<file path="src/rtl/ahb_s2m_mux_gen.sv">
// AHB slave-to-master return mux with built-in default slave and a
// per-transfer wait-state watchdog that converts a hung slave into an ERROR.
module ahb_s2m_mux_gen #(
    parameter int N_SLAVES = 5,
    parameter int DATA_W   = 32,
    parameter int RESP_W   = 2,
    parameter int TIMEOUT  = 256,
    localparam int SEL_W   = (N_SLAVES > 1) ? $clog2(N_SLAVES) : 1
) (
    input  logic                         HCLK,
    input  logic                         HRESET,
    input  logic [N_SLAVES-1:0]          HSEL,
    input  logic [1:0]                   HTRANS,
    input  logic [N_SLAVES*DATA_W-1:0]   HRDATA_S,
    input  logic [N_SLAVES-1:0]          HREADY_S,
    input  logic [N_SLAVES*RESP_W-1:0]   HRESP_S,
    input  logic                         to_clr,
    output logic [DATA_W-1:0]            HRDATA,
    output logic                         HREADY,
    output logic [RESP_W-1:0]            HRESP,
    output logic                         to_flag,
    output logic [SEL_W-1:0]             to_slave
);

    localparam int CW = (TIMEOUT > 0) ? $clog2(TIMEOUT + 1) : 1;
    localparam logic [CW-1:0]     WLIM  = (TIMEOUT > 0) ? CW'(TIMEOUT - 1) : {CW{1'b0}};
    localparam logic [CW-1:0]     WMAX  = {CW{1'b1}};
    localparam logic [RESP_W-1:0] R_OK  = {RESP_W{1'b0}};
    localparam logic [RESP_W-1:0] R_ERR = RESP_W'(1);

    typedef enum logic [1:0] {PASS = 2'd0, ERR1 = 2'd1, ERR2 = 2'd2} state_e;

    state_e             state_q, state_d;
    logic               dsel_def_q, dsel_def_d;
    logic [SEL_W-1:0]   dsel_idx_q, dsel_idx_d;
    logic               dact_q, dact_d;
    logic [CW-1:0]      wcnt_q, wcnt_d;
    logic               to_flag_q, to_flag_d;
    logic [SEL_W-1:0]   to_slave_q, to_slave_d;

    logic               a_def;
    logic [SEL_W-1:0]   a_idx;
    logic               s_rdy;
    logic [RESP_W-1:0]  s_resp;
    logic [DATA_W-1:0]  s_data;
    logic               rdy;
    logic [RESP_W-1:0]  resp;
    logic [DATA_W-1:0]  data;
    logic               to_ev;

    // Lowest set HSEL bit wins; scanning downward lets lower indices overwrite.
    always_comb begin
        a_def = 1'b1;
        a_idx = {SEL_W{1'b0}};
        for (int i = N_SLAVES - 1; i >= 0; i--) begin
            a_idx = HSEL[i] ? SEL_W'(i) : a_idx;
            a_def = a_def & ~HSEL[i];
        end
    end

    // Data-phase slave mux.
    always_comb begin
        s_rdy  = 1'b1;
        s_resp = R_OK;
        s_data = {DATA_W{1'b0}};
        for (int i = 0; i < N_SLAVES; i++) begin
            s_rdy  = (dsel_idx_q == SEL_W'(i)) ? HREADY_S[i]                   : s_rdy;
            s_resp = (dsel_idx_q == SEL_W'(i)) ? HRESP_S[i*RESP_W +: RESP_W]   : s_resp;
            s_data = (dsel_idx_q == SEL_W'(i)) ? HRDATA_S[i*DATA_W +: DATA_W]  : s_data;
        end
    end

    // Return-path FSM, watchdog and data-phase register next state.
    always_comb begin
        state_d    = state_q;
        rdy        = 1'b1;
        resp       = R_OK;
        data       = {DATA_W{1'b0}};
        to_ev      = 1'b0;
        wcnt_d     = {CW{1'b0}};
        dsel_def_d = dsel_def_q;
        dsel_idx_d = dsel_idx_q;
        dact_d     = dact_q;
        case (state_q)
            PASS: begin
                if (!dsel_def_q) begin
                    rdy  = s_rdy;
                    resp = s_resp;
                    data = s_data;
                    if (!s_rdy) begin
                        wcnt_d = (wcnt_q == WMAX) ? wcnt_q : wcnt_q + CW'(1);
                        if ((TIMEOUT != 0) && (wcnt_q == WLIM)) begin
                            to_ev   = 1'b1;
                            state_d = ERR1;
                        end else begin
                            state_d = PASS;
                        end
                    end else begin
                        wcnt_d = {CW{1'b0}};
                    end
                end else if (dact_q) begin
                    rdy     = 1'b0;
                    resp    = R_ERR;
                    state_d = ERR1;
                end else begin
                    state_d = PASS;
                end
            end
            ERR1: begin
                rdy     = 1'b0;
                resp    = R_ERR;
                state_d = ERR2;
            end
            ERR2: begin
                rdy     = 1'b1;
                resp    = R_ERR;
                state_d = PASS;
            end
            default: begin
                state_d = PASS;
            end
        endcase
        // An active transfer to the default slave goes straight into the two-cycle error.
        if (rdy) begin
            dsel_def_d = a_def;
            dsel_idx_d = a_idx;
            dact_d     = HTRANS[1];
            if (a_def && HTRANS[1]) begin
                state_d = ERR1;
            end else begin
                state_d = state_d;
            end
        end else begin
            dact_d = dact_q;
        end
    end

    // Sticky timeout status: a timeout beats a simultaneous clear.
    always_comb begin
        to_flag_d  = to_flag_q;
        to_slave_d = to_slave_q;
        if (to_ev) begin
            to_flag_d  = 1'b1;
            to_slave_d = (!to_flag_q || to_clr) ? dsel_idx_q : to_slave_q;
        end else if (to_clr) begin
            to_flag_d  = 1'b0;
            to_slave_d = {SEL_W{1'b0}};
        end else begin
            to_flag_d  = to_flag_q;
        end
    end

    // State registers.
    always_ff @(posedge HCLK) begin
        if (HRESET) begin
            state_q    <= PASS;
            dsel_def_q <= 1'b1;
            dsel_idx_q <= {SEL_W{1'b0}};
            dact_q     <= 1'b0;
            wcnt_q     <= {CW{1'b0}};
            to_flag_q  <= 1'b0;
            to_slave_q <= {SEL_W{1'b0}};
        end else begin
            state_q    <= state_d;
            dsel_def_q <= dsel_def_d;
            dsel_idx_q <= dsel_idx_d;
            dact_q     <= dact_d;
            wcnt_q     <= wcnt_d;
            to_flag_q  <= to_flag_d;
            to_slave_q <= to_slave_d;
        end
    end

    assign HRDATA   = data;
    assign HREADY   = rdy;
    assign HRESP    = resp;
    assign to_flag  = to_flag_q;
    assign to_slave = to_slave_q;

endmodule

</file>
<file path="config.mk">
export PLATFORM = sky130hd
export DESIGN_NAME = ahb_s2m_mux_gen
export DESIGN_NICKNAME = d
export VERILOG_FILES = /design/src/rtl/ahb_s2m_mux_gen.sv
export SDC_FILE = /design/constraint.sdc
export NUM_CORES = 1
export LEC_CHECK = 0
export ABC_AREA = 1
export CORE_MARGIN = 3
export CORE_UTILIZATION = 29
export CTS_CLUSTER_DIAMETER = 150
export DETAILED_ROUTE_END_ITERATION = 8
export GPL_ROUTABILITY_DRIVEN = 0
export PLACE_DENSITY = 0.79
export SYNTH_ARGS = -nofsm -noshare
export SYNTH_HDL_FRONTEND = slang
export SYNTH_SLANG_ARGS = --single-unit
</file>
<file path="constraint.sdc">
create_clock -name HCLK -period 2.07 [get_ports HCLK]
set_clock_uncertainty 0.1 [all_clocks]
set_input_delay 0.3105 -clock HCLK [delete_from_list [all_inputs] [get_ports HCLK]]
set_output_delay 0.3105 -clock HCLK [all_outputs]
set_load 0.005 [all_outputs]
</file>
==> run metrics <==
status=finished, violations left; failing checks=setup timing; reg2reg setup slack=20 ps; unrepaired setup endpoints after global routing=true; most frequent cells in the layout=clkdlybuf4s50_1 (187), nor2_1 (87), buf_4 (47), nand3_1 (39), nand2_1 (39); Syn Area/Cell=5.82 µm²; Seq cells post-synth=20; worst setup margin=-290 ps; vias=approximately 4500; die area=9630 µm²; Max Cap Viol=0; initial antenna violation count=0; Worst-Skew Late Latency=around 260 ps; CP arrival=~2000 ps; kind of critical path=reg2out; final wirelength=around 17000 µm; fmax=approximately 420 MHz; crit-path max FO=7; fin crit period=2360 ps; Initial Util=30.9%; Least-Margin Pin Slew=approximately 360 ps; FP Rows=32; hold violation total from the final report=0; WP buf/inv=6; IO Count=around 220; fill count=514; crit-path cells=buf_6, nor3_4, buf_6, buf_8, buf_12, buf_6, nand2_4, a31oi_4, a211oi_2, nor2_1, buf_2; Remaining DRCs=0; Req. time, crit path=1660 ps; vias in the first global route=4625; Slowest cell on crit path=dfxtp_4; reg2reg start=dsel_idx_q[1]; Core ar.=about 8000 µm²; first-pass GRT wire length=around 25000 µm; Synth Cell Area=between 2000 and 2500 µm²; total global routing track utilization=31.9%; Hold Slack=about 390 ps; Distinct cells, synth=34; crit path from=dsel_idx_q[1]; wire length per cell=between 20 and 25 µm; largest net degree at the start of global routing=29; dpl cell area=~5100 µm²; setup TNS=-6940 ps; total gr overflow=0; clock sinks=20; die extent in y=between 90 and 100 µm; Nets=between 800 and 900; first-pass iteration count of the detailed router=6; via/cell ratio=roughly 5.6; TritonCTS clock tree=done; layout cells sized above 1=35.6%; Tcrit/Tclk final=114%; crit-path leading delay family=buffers and inverters; Reg area=approximately 410 µm²; # port buffers=between 200 and 250; Final Cell Area=roughly 6200 µm²; Slew Viols, Final=0; register area share after synthesis=between 10% and 20%; Layout area overhead=152%; number of buffers created by CTS=3; fin util=a little under 80%; cell mode on critical path=buf_6; CP max stage delay=~360 ps; dpl hpwl=around 10000 µm; Rel. slew slack=between 70% and 80%; instance count on the critical path=11; post-route ant nets=0; commonest non-fill, non-tap cell in the layout=clkdlybuf4s50_1; # hold bufs at CTS=0; Reg2Reg Depth=12; Final setup viols=35; PwrDens=around 1000 nW/µm²; yosys warns=0; HP Class=reg2reg; worst ir drop on vdd=0.000872 V; Reg clk slew, reported paths=80 ps; Root Driver=clkbuf_8; syn_nets=between 600 and 700; CTS max path bufs=2; Ant. Diodes=0; R2R Path End=dsel_idx_q[0]; Iter 0 DRT Violations=240; P_leak=roughly 2.5 nW; H-Tree Depth=1; die width=approximately 98 µm; Final Total Pwr=6.17 mW; nature of the critical path endpoint=output port; Mapped Cells=about 420; multi-input logic area=between 2000 and 2500 µm²; Critical Path Source Type=flip-flop; worst setup path end=HRDATA[29]
tightest hold or removal path: stages, from the launching register on:
cell     delay, ps
dfxtp_1        320
nand3_1         70
a21oi_1         50
power breakdown:
part / total, mW / leakage (nW) / switching [mW] / internal [mW]
combinational: 5.36 / 2.33 / 2.71 / 2.66
clock: 0.303 / 0.0288 / 0.134 / 0.169
sequential: 0.504 / 0.166 / 0.0550 / 0.449
state kept, by name, summed over array words and instances (netlist names):
register and count:
dact_q 1, dsel_def_q 1, dsel_idx_q 3, state_q 2
to_flag 1, to_slave 3, wcnt_q 9
cells in the mapped netlist (all sizes together):
cell type / number / area share, %
xor2: 3 / 1.1
nand3: 51 / 11
a31oi: 32 / 8.1
buf: 17 / 3.8
clkbuf: 14 / 2.1
o221ai: 1 / 0.36
o21ai: 37 / 7.5
ha: 6 / 3.1
or2: 2 / 0.51
o211ai: 1 / 0.31
nor2: 95 / 15
nand4: 3 / 1.0
and3: 1 / 0.25
inv: 25 / 3.8
o31ai: 1 / 0.31
a21oi: 14 / 3.0
nor3: 6 / 1.9
nand2: 61 / 9.9
a211oi: 32 / 9.8
nor3b: 1 / 0.31
dfxtp: 20 / 16
per-layer routing:
metal | part of all wire, % | vias up | track usage, % | wire, µm
li1 | - | 2048 | - | -
met1 | 35 | 2097 | 36.5 | 5920
met2 | 51 | 283 | 58.6 | 8610
met3 | 8.0 | 67 | 4.14 | 1350
met4 | 5.2 | 0 | 14.6 | 879
met5 | 0 | - | 0 | 0
repair_timing:
item,4_1_cts,5_1_grt
pin swaps,64,60
cloned,9,0
endpoints found under the setup margin,36,48
buffers inserted,30,7
resized for setup,242,106
how the worst min path moves through the flow:
stage | endpoint | start | depth (start not counted)
floorplan | state_q[0] | HRESET | 1
global placement | wcnt_q[6] | wcnt_q[6] | 2
detailed placement | to_slave[1] | to_slave[1] | 2
CTS | to_slave[1] | to_slave[1] | 2
global route | wcnt_q[1] | wcnt_q[1] | 2
finish | to_slave[1] | to_slave[1] | 2
cell type report:
type	instances	area share (%)
Clock buffer	4	0.888
Timing Repair Buffer	306	48.8
Sequential cell	20	6.68
Inverter	25	1.71
Tap cell	102	2.06
Multi-Input combinational cell	347	39.9
cell families (layout without fill, tap and decap cells):
group	Yosys count	in the layout	share of synthesized area, %
simple gates	220	220	40.5
compound gates	118	118	29.4
buf+inv	56	335	9.76
flops	20	20	16.3
fa+ha+maj	6	6	3.05
xor+xnor	3	3	1.07
through the flow:
step / instances / setup WS [ps]
3_5_place_dp: 760 / -357
5_1_grt: 804 / -359
2_1_floorplan: 423 / 122
4_1_cts: 803 / -264
3_3_place_gp: 760 / -321
6_report: 804 / -290
Note: power is estimated with default switching activity, not from simulation.
